===== config.mk =====
export PLATFORM = sky130hd
export DESIGN_NAME = filter_inverse
export DESIGN_NICKNAME = d
export VERILOG_FILES = /design/src/rtl/filter_inverse.sv
export SDC_FILE = /design/constraint.sdc
export NUM_CORES = 1
export LEC_CHECK = 0
export ABC_AREA = 1
export CELL_PAD_IN_SITES_DETAIL_PLACEMENT = 0
export CELL_PAD_IN_SITES_GLOBAL_PLACEMENT = 1
export CORE_MARGIN = 2
export CORE_UTILIZATION = 39
export DETAILED_ROUTE_END_ITERATION = 10
export GPL_TIMING_DRIVEN = 1
export PLACE_DENSITY_LB_ADDON = 0.1
export SLEW_MARGIN = 10
export SYNTH_ARGS = -nofsm -noshare
export SYNTH_HDL_FRONTEND = slang
export SYNTH_SLANG_ARGS = --single-unit

===== constraint.sdc =====
create_clock -name CLK -period 4.09 [get_ports CLK]
set_clock_uncertainty 0.2 [all_clocks]
set_input_delay 0.409 -clock CLK [delete_from_list [all_inputs] [get_ports CLK]]
set_output_delay 0.409 -clock CLK [all_outputs]
set_load 0.005 [all_outputs]

===== src/rtl/filter_inverse.sv =====
// Inverse of the 3-tap smoothing filter s[n] = x[n-2] + 2*x[n-1] + x[n]:
// recovers x[n] by recursion and flags sums no 8-bit source could produce.
module filter_inverse #(
    parameter int W  = 8,
    parameter int SW = W + 2,
    parameter int CW = 16
) (
    input  logic          CLK,
    input  logic          RST,
    input  logic          in_valid,
    output logic          in_ready,
    input  logic [SW-1:0] in_sum,
    input  logic          sync,
    output logic          out_valid,
    input  logic          out_ready,
    output logic [W-1:0]  out_data,
    output logic          err,
    output logic [CW-1:0] err_count
);

    localparam int RW = SW + 2;

    typedef enum logic [0:0] {
        ST_RUN   = 1'b0,
        ST_ERROR = 1'b1
    } state_t;

    state_t          state_r, state_s;
    logic [W-1:0]    x1_r, x2_r, x1_s, x2_s;
    logic [W-1:0]    hist_x1_s, hist_x2_s;
    logic            out_valid_r, out_valid_s;
    logic [W-1:0]    out_data_r, out_data_s;
    logic            err_r, err_s;
    logic [CW-1:0]   err_count_r, err_count_s;
    logic signed [RW-1:0] resid_s;
    logic            legal_s, run_eff_s, in_ready_s, accept_s;

    function automatic logic [CW-1:0] sat_inc(input logic [CW-1:0] v);
        if (v == {CW{1'b1}}) begin
            return v;
        end else begin
            return v + {{(CW-1){1'b0}}, 1'b1};
        end
    endfunction

    // Residue against the history in effect this cycle (zero when sync is asserted)
    always_comb begin
        hist_x1_s = x1_r;
        hist_x2_s = x2_r;
        if (sync) begin
            hist_x1_s = '0;
            hist_x2_s = '0;
        end else begin
            hist_x1_s = x1_r;
            hist_x2_s = x2_r;
        end
        resid_s = $signed(RW'(in_sum)) - $signed(RW'({hist_x1_s, 1'b0}))
                - $signed(RW'(hist_x2_s));
        legal_s = (resid_s[RW-1] == 1'b0) && (resid_s[RW-2:W] == '0);
    end

    // Handshake: sync puts the block back in RUN rules for this very cycle,
    // so a sample arriving with sync never overwrites an untaken output word.
    always_comb begin
        run_eff_s  = (state_r == ST_RUN) || sync;
        in_ready_s = 1'b1;
        if (run_eff_s) begin
            in_ready_s = !out_valid_r || out_ready;
        end else begin
            in_ready_s = 1'b1;
        end
        accept_s = in_valid && in_ready_s;
    end

    // Next-state and datapath update
    always_comb begin
        state_s     = state_r;
        x1_s        = hist_x1_s;
        x2_s        = hist_x2_s;
        out_valid_s = out_valid_r;
        out_data_s  = out_data_r;
        err_s       = err_r;
        err_count_s = err_count_r;

        if (out_valid_r && out_ready) begin
            out_valid_s = 1'b0;
        end else begin
            out_valid_s = out_valid_r;
        end

        if (sync) begin
            err_s   = 1'b0;
            state_s = ST_RUN;
        end else begin
            state_s = state_r;
        end

        if (accept_s && run_eff_s) begin
            if (legal_s) begin
                out_valid_s = 1'b1;
                out_data_s  = resid_s[W-1:0];
                x2_s        = hist_x1_s;
                x1_s        = resid_s[W-1:0];
            end else begin
                err_s       = 1'b1;
                err_count_s = sat_inc(err_count_r);
                state_s     = ST_ERROR;
            end
        end else begin
            out_data_s = out_data_r;
        end
    end

    // State and output registers
    always_ff @(posedge CLK) begin
        if (RST) begin
            state_r     <= ST_RUN;
            x1_r        <= '0;
            x2_r        <= '0;
            out_valid_r <= 1'b0;
            out_data_r  <= '0;
            err_r       <= 1'b0;
            err_count_r <= '0;
        end else begin
            state_r     <= state_s;
            x1_r        <= x1_s;
            x2_r        <= x2_s;
            out_valid_r <= out_valid_s;
            out_data_r  <= out_data_s;
            err_r       <= err_s;
            err_count_r <= err_count_s;
        end
    end

    assign in_ready  = in_ready_s;
    assign out_valid = out_valid_r;
    assign out_data  = out_data_r;
    assign err       = err_r;
    assign err_count = err_count_r;

endmodule


==> results.yml <==
drt:
  top_layer: "met4"
  ant_nets: 0
  post_drt_wl_per_cell_um: 12.5
  avgViaCountPerCell: 4.82
  met1_length_um: 3310
  drt_iter0_drc: 76
  met3_length_um: 160
  wl_met2_um: 3300
  drt-pass1-iter-count: 4
  vias: 2648
  wl_um: 6880
  drcViolationCount: 0
pwr:
  power.leakage_nw: 1.49
  internal_power_uw: 855
  vdd_drop_max_mv: 0.153
  p_per_area_mw_per_mm2: 353
  clockPowerShare_pct: 27.8
  switchingPower_uw: 415
  pwr-share-seq_pct: 36.6
  swShare_pct: 32.6
  total_power_mw: 1.27
  combinationalPowerShare_pct: 35.6
grt:
  grtUsageTotal_pct: 19.3
  first_global_vias: 2639
  antenna_found_initial: 0
  grt_first_pass_wirelength_um: 12000
  grt_start_max_net_pins: 39
  overflow: 0
timing:
  fin_crit_ps: 3560
  rsz0062_at_grt: "no"
  maxSlewViolCount: 0
  slew_headroom_pct: 58.4
  fin_crit_sh_pct: 87.1
  fin_ws_ps: 528
  final-hold-violation-count: 0
  worst_slew_pin_slew_ps: 622
  setup_viol: 0
  fmax_mhz: 281
finish:
  layout_common_cells: "nand2_1, dfxtp_1, inv_1, clkdlybuf4s50_1, a21oi_1"
  nets: 487
  final_common_cell: "nand2_1"
  syn_to_final_growth_pct: 28.5
  fill_cells: 727
  final_layout_size_suffix_gt1_share_pct: 16.1
  final_cells: 549
  final_core_util_pct: 52.3
  num_antenna_cells: 0
logic_synthesis:
  syn_nets: 426
  synth_compound_area_share_pct: 12.7
  avgSynthCellArea_um2: 7.16
  syn_area_mm2: 0.00280
  synthMuxAreaShare_pct: 0
  ys_types: 32
  synth-seq-cells: 43
  synth-edff-count: 0
  syn-instance-count: 391
  synth-xor-area-share_pct: 7.20
  synth_seq_area_share_pct: 30.8
  yosys.area_share.adder_pct: 9.48
  synth_top_family_by_area: "simple AND/OR/NAND/NOR gates"
  synth-simple-area-share_pct: 30.8
  ys.flop_type: "dfxtp_1"
  yosysWarnings: 0
  ys_async_sr_fraction_pct: 0
floorplan:
  ios: 42
  coreArea_mm2: 0.00687
  die_area_mm2: 0.00787
  start_util_pct: 40.7
  rows: 30
  die_x_um: 88.7
  die_h_um: 88.7
placement:
  place_ws_ps: -71.7
  dp_hpwl_um: 5170
  io_buffers: 41
  place_congestion: 0.882
  dp_cells: 541
critical_path:
  worstPathMaxFanout: 21
  crit_start: "in_sum[1]"
  critPathSlowestCell: "clkdlybuf4s50_1"
  max_stage_delay_ps: 400
  crit_chain: "clkdlybuf4s50_1 -> inv_1 -> ha_1 -> inv_1 -> fa_1 -> nand3_1 -> nand2_1 -> a31oi_1 -> xnor2_1 -> ha_1 -> a21oi_1 -> o21ai_0 -> a21oi_1 -> nor2_1 -> nor2_4 -> buf_4 -> nand4_2 -> buf_12 -> o21ai_0 -> nor2_1"
  crit_arrival_ps: 3570
  reg2reg_from: "x1_r[0]$_SDFF_PP0_"
  path_class: "in2reg"
  worstSetupEndpointType: "register"
  start_kind: "input port"
  worstPathRequired_ps: 4090
clock_tree:
  ctsHtreeMaxLevel: 2
  clk_pin_slew_worst_paths_ps: 90
  clock_latency_ps: 300
  cts.sinks: 43
  clockBufferDepth: 2
  cts_tree: "built"
  cts_buffers: 5
  cts_root_buf: "clkbuf_8"
job:
  drv_cap: 0
status:
  outcome: "finished clean"
worst_hold_path:
  min_from: "out_data[7]$_SDFFE_PP0P_"
  hold_class: "reg2reg"
[critical path: cells and delay by family]
kind            cells  cell delay, ps
buf+inv             5             830
fa+ha+maj           3             810
compound gates      5             750
simple gates        6             610
xor+xnor            1             150
[repair_timing]
item	4_1_cts	5_1_grt
gates resized for setup	0	3
endpoints found under the hold margin	0	0
hold buffers	0	0
buffers inserted	0	0
endpoints found under the setup margin	0	8
[area by class of cell]
| type | count | area [µm²] | area share (%) |
|---|---|---|---|
| clock buffers | 6 | 82.6 | 2.30 |
| clock inverters | 2 | 35.0 | 0.974 |
| inverters | 45 | 169 | 4.70 |
| multi-input cells | 289 | 1690 | 46.9 |
| flip-flops and latches | 43 | 861 | 23.9 |
| well taps | 96 | 120 | 3.34 |
| repair buffers | 68 | 641 | 17.8 |
[sequential cells by signal, indices dropped and copies added (netlist names)]
name,flops
x2_r,8
state_r,1
out_data,8
out_valid,1
err_count,16
err,1
x1_r,8
[power by group through the flow]
stage / logic, mW / clock network [mW] / registers, mW
after floorplan: 0.298 / 0 / 0.474
after global placement: 0.454 / 0 / 0.476
after detailed placement: 0.453 / 0 / 0.475
after CTS: 0.457 / 0.364 / 0.466
after global routing: 0.513 / 0.380 / 0.470
final: 0.452 / 0.352 / 0.465
[metrics by stage]
stage	hold slack, ps	setup TNS [ps]	instance area, µm²
4_1_cts	272	0	3590
5_1_grt	290	0	3600
3_5_place_dp	257	-1080	3470
3_3_place_gp	255	-7.12	3470
2_1_floorplan	257	0	2800
6_report	269	0	3600
[cell usage after synthesis, types with 2 or more instances]
cell type,instances,share of area (%)
a21oi_1,38,6.8
a21oi_2,12,3.8
a31oi_1,3,0.67
buf_2,3,0.54
buf_4,2,0.54
clkbuf_1,7,0.94
dfxtp_1,43,31
fa_1,2,1.4
ha_1,18,8.1
inv_1,43,5.8
inv_2,2,0.27
nand2_1,103,14
nand2_2,15,3.4
nand3_1,15,2.7
nand4_1,18,4.0
nor2_1,21,2.8
nor3_1,2,0.36
nor4_1,4,0.89
o21ai_0,4,0.72
o21ai_1,3,0.54
xnor2_1,7,2.2
xor2_1,16,5.0
[layer usage]
layer / global-route usage, % / vias up
li1: - / 1393
met1: 25.0 / 1209
met2: 33.2 / 38
met3: 3.08 / 8
met4: 5.10 / 0
met5: 0 / -
[logic make-up (layout without fill, tap and decap cells)]
kind of cell             after synthesis  after routing
AO/OA/AOI/OAI                         61             61
XOR/XNOR                              23             23
adder cells (fa/ha/maj)               20             20
buffers and inverters                 59            121
flip-flops                            43             43
AND/OR/NAND/NOR                      185            185
[final timing paths]
check                                                 to  cells after the start  slack, ps
worst max-delay path                  x2_r[0]$_SDFF_PP0_                     20        530
worst min-delay path            out_data[7]$_SDFFE_PP0P_                      2        270
worst min register to register  out_data[7]$_SDFFE_PP0P_                      2        270
worst max register to register        x2_r[0]$_SDFF_PP0_                     20        610
No activity file was read; power rests on OpenSTA's default activity.
==> variant, RTL diff (same settings) <==
Make the reset (`RST`) asynchronous in one clocked block.
--- a/src/rtl/filter_inverse.sv
+++ b/src/rtl/filter_inverse.sv
@@ -113,5 +113,5 @@
 
     // State and output registers
-    always_ff @(posedge CLK) begin
+    always_ff @(posedge CLK or posedge RST) begin
         if (RST) begin
             state_r     <= ST_RUN;
Behaviour: differs if RST is asserted again (counterexample within 4 cycles, from zero or initial values and one cycle with RST high); with RST held inactive, the same outputs for 4 cycles.
==> variant against the original RTL <==
- die area grew 2.4%
- wire length decreased by 5.6%
- global-route usage shrank 2.1 points
- design area fell by 1.6%
- hold slack gained 0.014 ns
- sequential cell count is the same
- via count shrank 5.9%
- final cell count decreased by 4.7%
- count of clock-buffer cells in the layout is 1 higher
- area after synthesis rose by 2.5%
- worst setup slack lost 0.20 ns
- first-iteration DRC count rose by 76%
- critical path type unchanged
- largest cell class unchanged
Power is not compared: it rests on default switching activity, and its combinational part moved more than twofold at a synthesized area within 25%.
==> variant: results (changes against the original RTL) <==
- The run finished with clean final reports.
- The share of cell area taken by multi-input logic gates is 0.442 (-0.0277).
- The met3 wire length was 253 um (+58%).
- The number of warnings printed during yosys synthesis is 0 (unchanged).
- The delay of the slowest cell on the worst path is 0.43 ns (+0.03 ns).
- The met3 routing resource usage after global routing came to 0.0335 (+0.00275).
- The total instance count after detailed placement is 515 (-4.8%).
- The final net count was 458 (-6.0%).
- The sequential fraction of the synthesis area is 0.375 (+0.0675).
- The amount of wire on met2 after detailed routing is 2.78 mm (-16%).
- The number of vias per cell after detailed routing is 4.77 (-1.2%).
- The fill cell instance count of the final layout is 737 (+1.4%).
- The proportion of cell area spent on the clock network is 0.0293 (-0.00336).
- The proportion of cell area occupied by registers is 0.304 (+0.0647).
- The count of plain and timing-repair buffers in the layout was 50 (-26%).
- The wire length of the first global-routing pass is 11.5 mm (-4.0%).
- The instance area at placement came to 0.00342 mm^2 (-1.5%).
- The wire length per cell is 12.4 um (-0.86%).
- The post-route met1 wirelength was 3.40 mm (+2.7%).
- The placed wire-length estimate after detailed placement is 4.82 mm (-6.7%).
- Ranked by total cell area, the synthesized netlist is headed by dfrtp_1 (38%), nand2_1 (18%), ha_1 (7.9%), inv_1 (5.6%), xor2_1 (4.6%).
- The maximum number of pins on one net before global-route repair came to 44 (+13%).
- The number of global-route vias before repair was 2394 (-9.3%).
- The fraction of final layout cells sized beyond drive strength 1 is 0.0755 (-0.0857).
- Internal power comes to roughly 1.1 mW.
- The kind of cell with the highest combined delay on the critical path is simple AND/OR/NAND/NOR gates.
- The placeable core area is 0.00718 mm^2 (+4.5%).
- The share of async-settable or async-resettable flops after synthesis was 1.00 (+1.00).
- The total number of multi-input combinational cells is 279 (-3.5%).
- The layout clock buffer count was 7 (+1).
- The number of different library cells in the post-synthesis netlist was 28 (-13%).
- The minimum setup slack after placement came to -0.0617 ns (+0.00999 ns).
- The non-clock inverter total of the final layout came to 44 (-2.2%).
- For this run, the leading register cell type out of synthesis is dfrtp_1.
- The overall global routing resource usage is 0.171 (-0.0212).
- The critical-path maximum fanout is 23 (+9.5%).
- The number of optimization iterations in the first detailed-route pass is 5 (+1).
- The transition time at the pin with the least slew margin was 0.640 ns (+0.0175 ns).
- The number of cells produced by synthesis is 376 (-3.8%).
- The commonest cells after synthesis are nand2_1 (137), dfrtp_1 (43), inv_1 (43), nand3_1 (26).
- The met1 usage in global routing is 0.257 (+0.00737).
- The total number of vias is 2493 (-5.9%).
variant: cell types whose count changed after synthesis, sizes merged, moves of 4 or more:
cell / before / now
nand2: 118 / 139
o21ai: 7 / 12
dfxtp: 43 / 0
a21oi: 50 / 9
dfrtp: 0 / 43
clkbuf: 7 / 3
nor4: 5 / 0
nand3: 17 / 28
nor2: 23 / 16
variant: path summary, 6_finish.rpt:
check / slack [ns] / from / end
setup / recovery: 0.33 / sync / x1_r[0]$_DFF_PP0_
setup reg to reg: 0.66 / x1_r[0]$_DFF_PP0_ / x1_r[0]$_DFF_PP0_
hold / removal: 0.28 / out_data[1]$_DFFE_PP0P_ / out_data[1]$_DFFE_PP0P_
min in group asynchronous: 0.35 / RST / err_count[7]$_DFFE_PP0P_
hold reg to reg: 0.28 / out_data[1]$_DFFE_PP0P_ / out_data[1]$_DFFE_PP0P_
max in group asynchronous: 2.95 / RST / err_count[15]$_DFFE_PP0P_
variant: worst register-to-register path, stage by stage (launching register included):
cell and delay (ns):
dfrtp_1 0.33, nand2_1 0.08, inv_1 0.08, ha_1 0.14
inv_1 0.06, fa_1 0.40, nand3_1 0.08, nand3_1 0.14
a31oi_1 0.24, xnor2_1 0.16, ha_1 0.30, nand2_1 0.09
inv_1 0.05, nand3_1 0.07, nand3_1 0.11, nand3_1 0.10
nand2_1 0.08, nor2_4 0.12, nand3_2 0.15, buf_12 0.21
nand2_1 0.07, o21ai_0 0.07
variant: cell families (layout without fill, tap and decap cells):
group / Yosys count / count (layout) / synth area share
XOR/XNOR: 25 / 25 / 0.0764
adder cells (fa/ha/maj): 20 / 20 / 0.0925
buffers and inverters: 54 / 102 / 0.0833
AO/OA/AOI/OAI: 26 / 26 / 0.0563
AND/OR/NAND/NOR: 208 / 208 / 0.316
flip-flops: 43 / 43 / 0.375
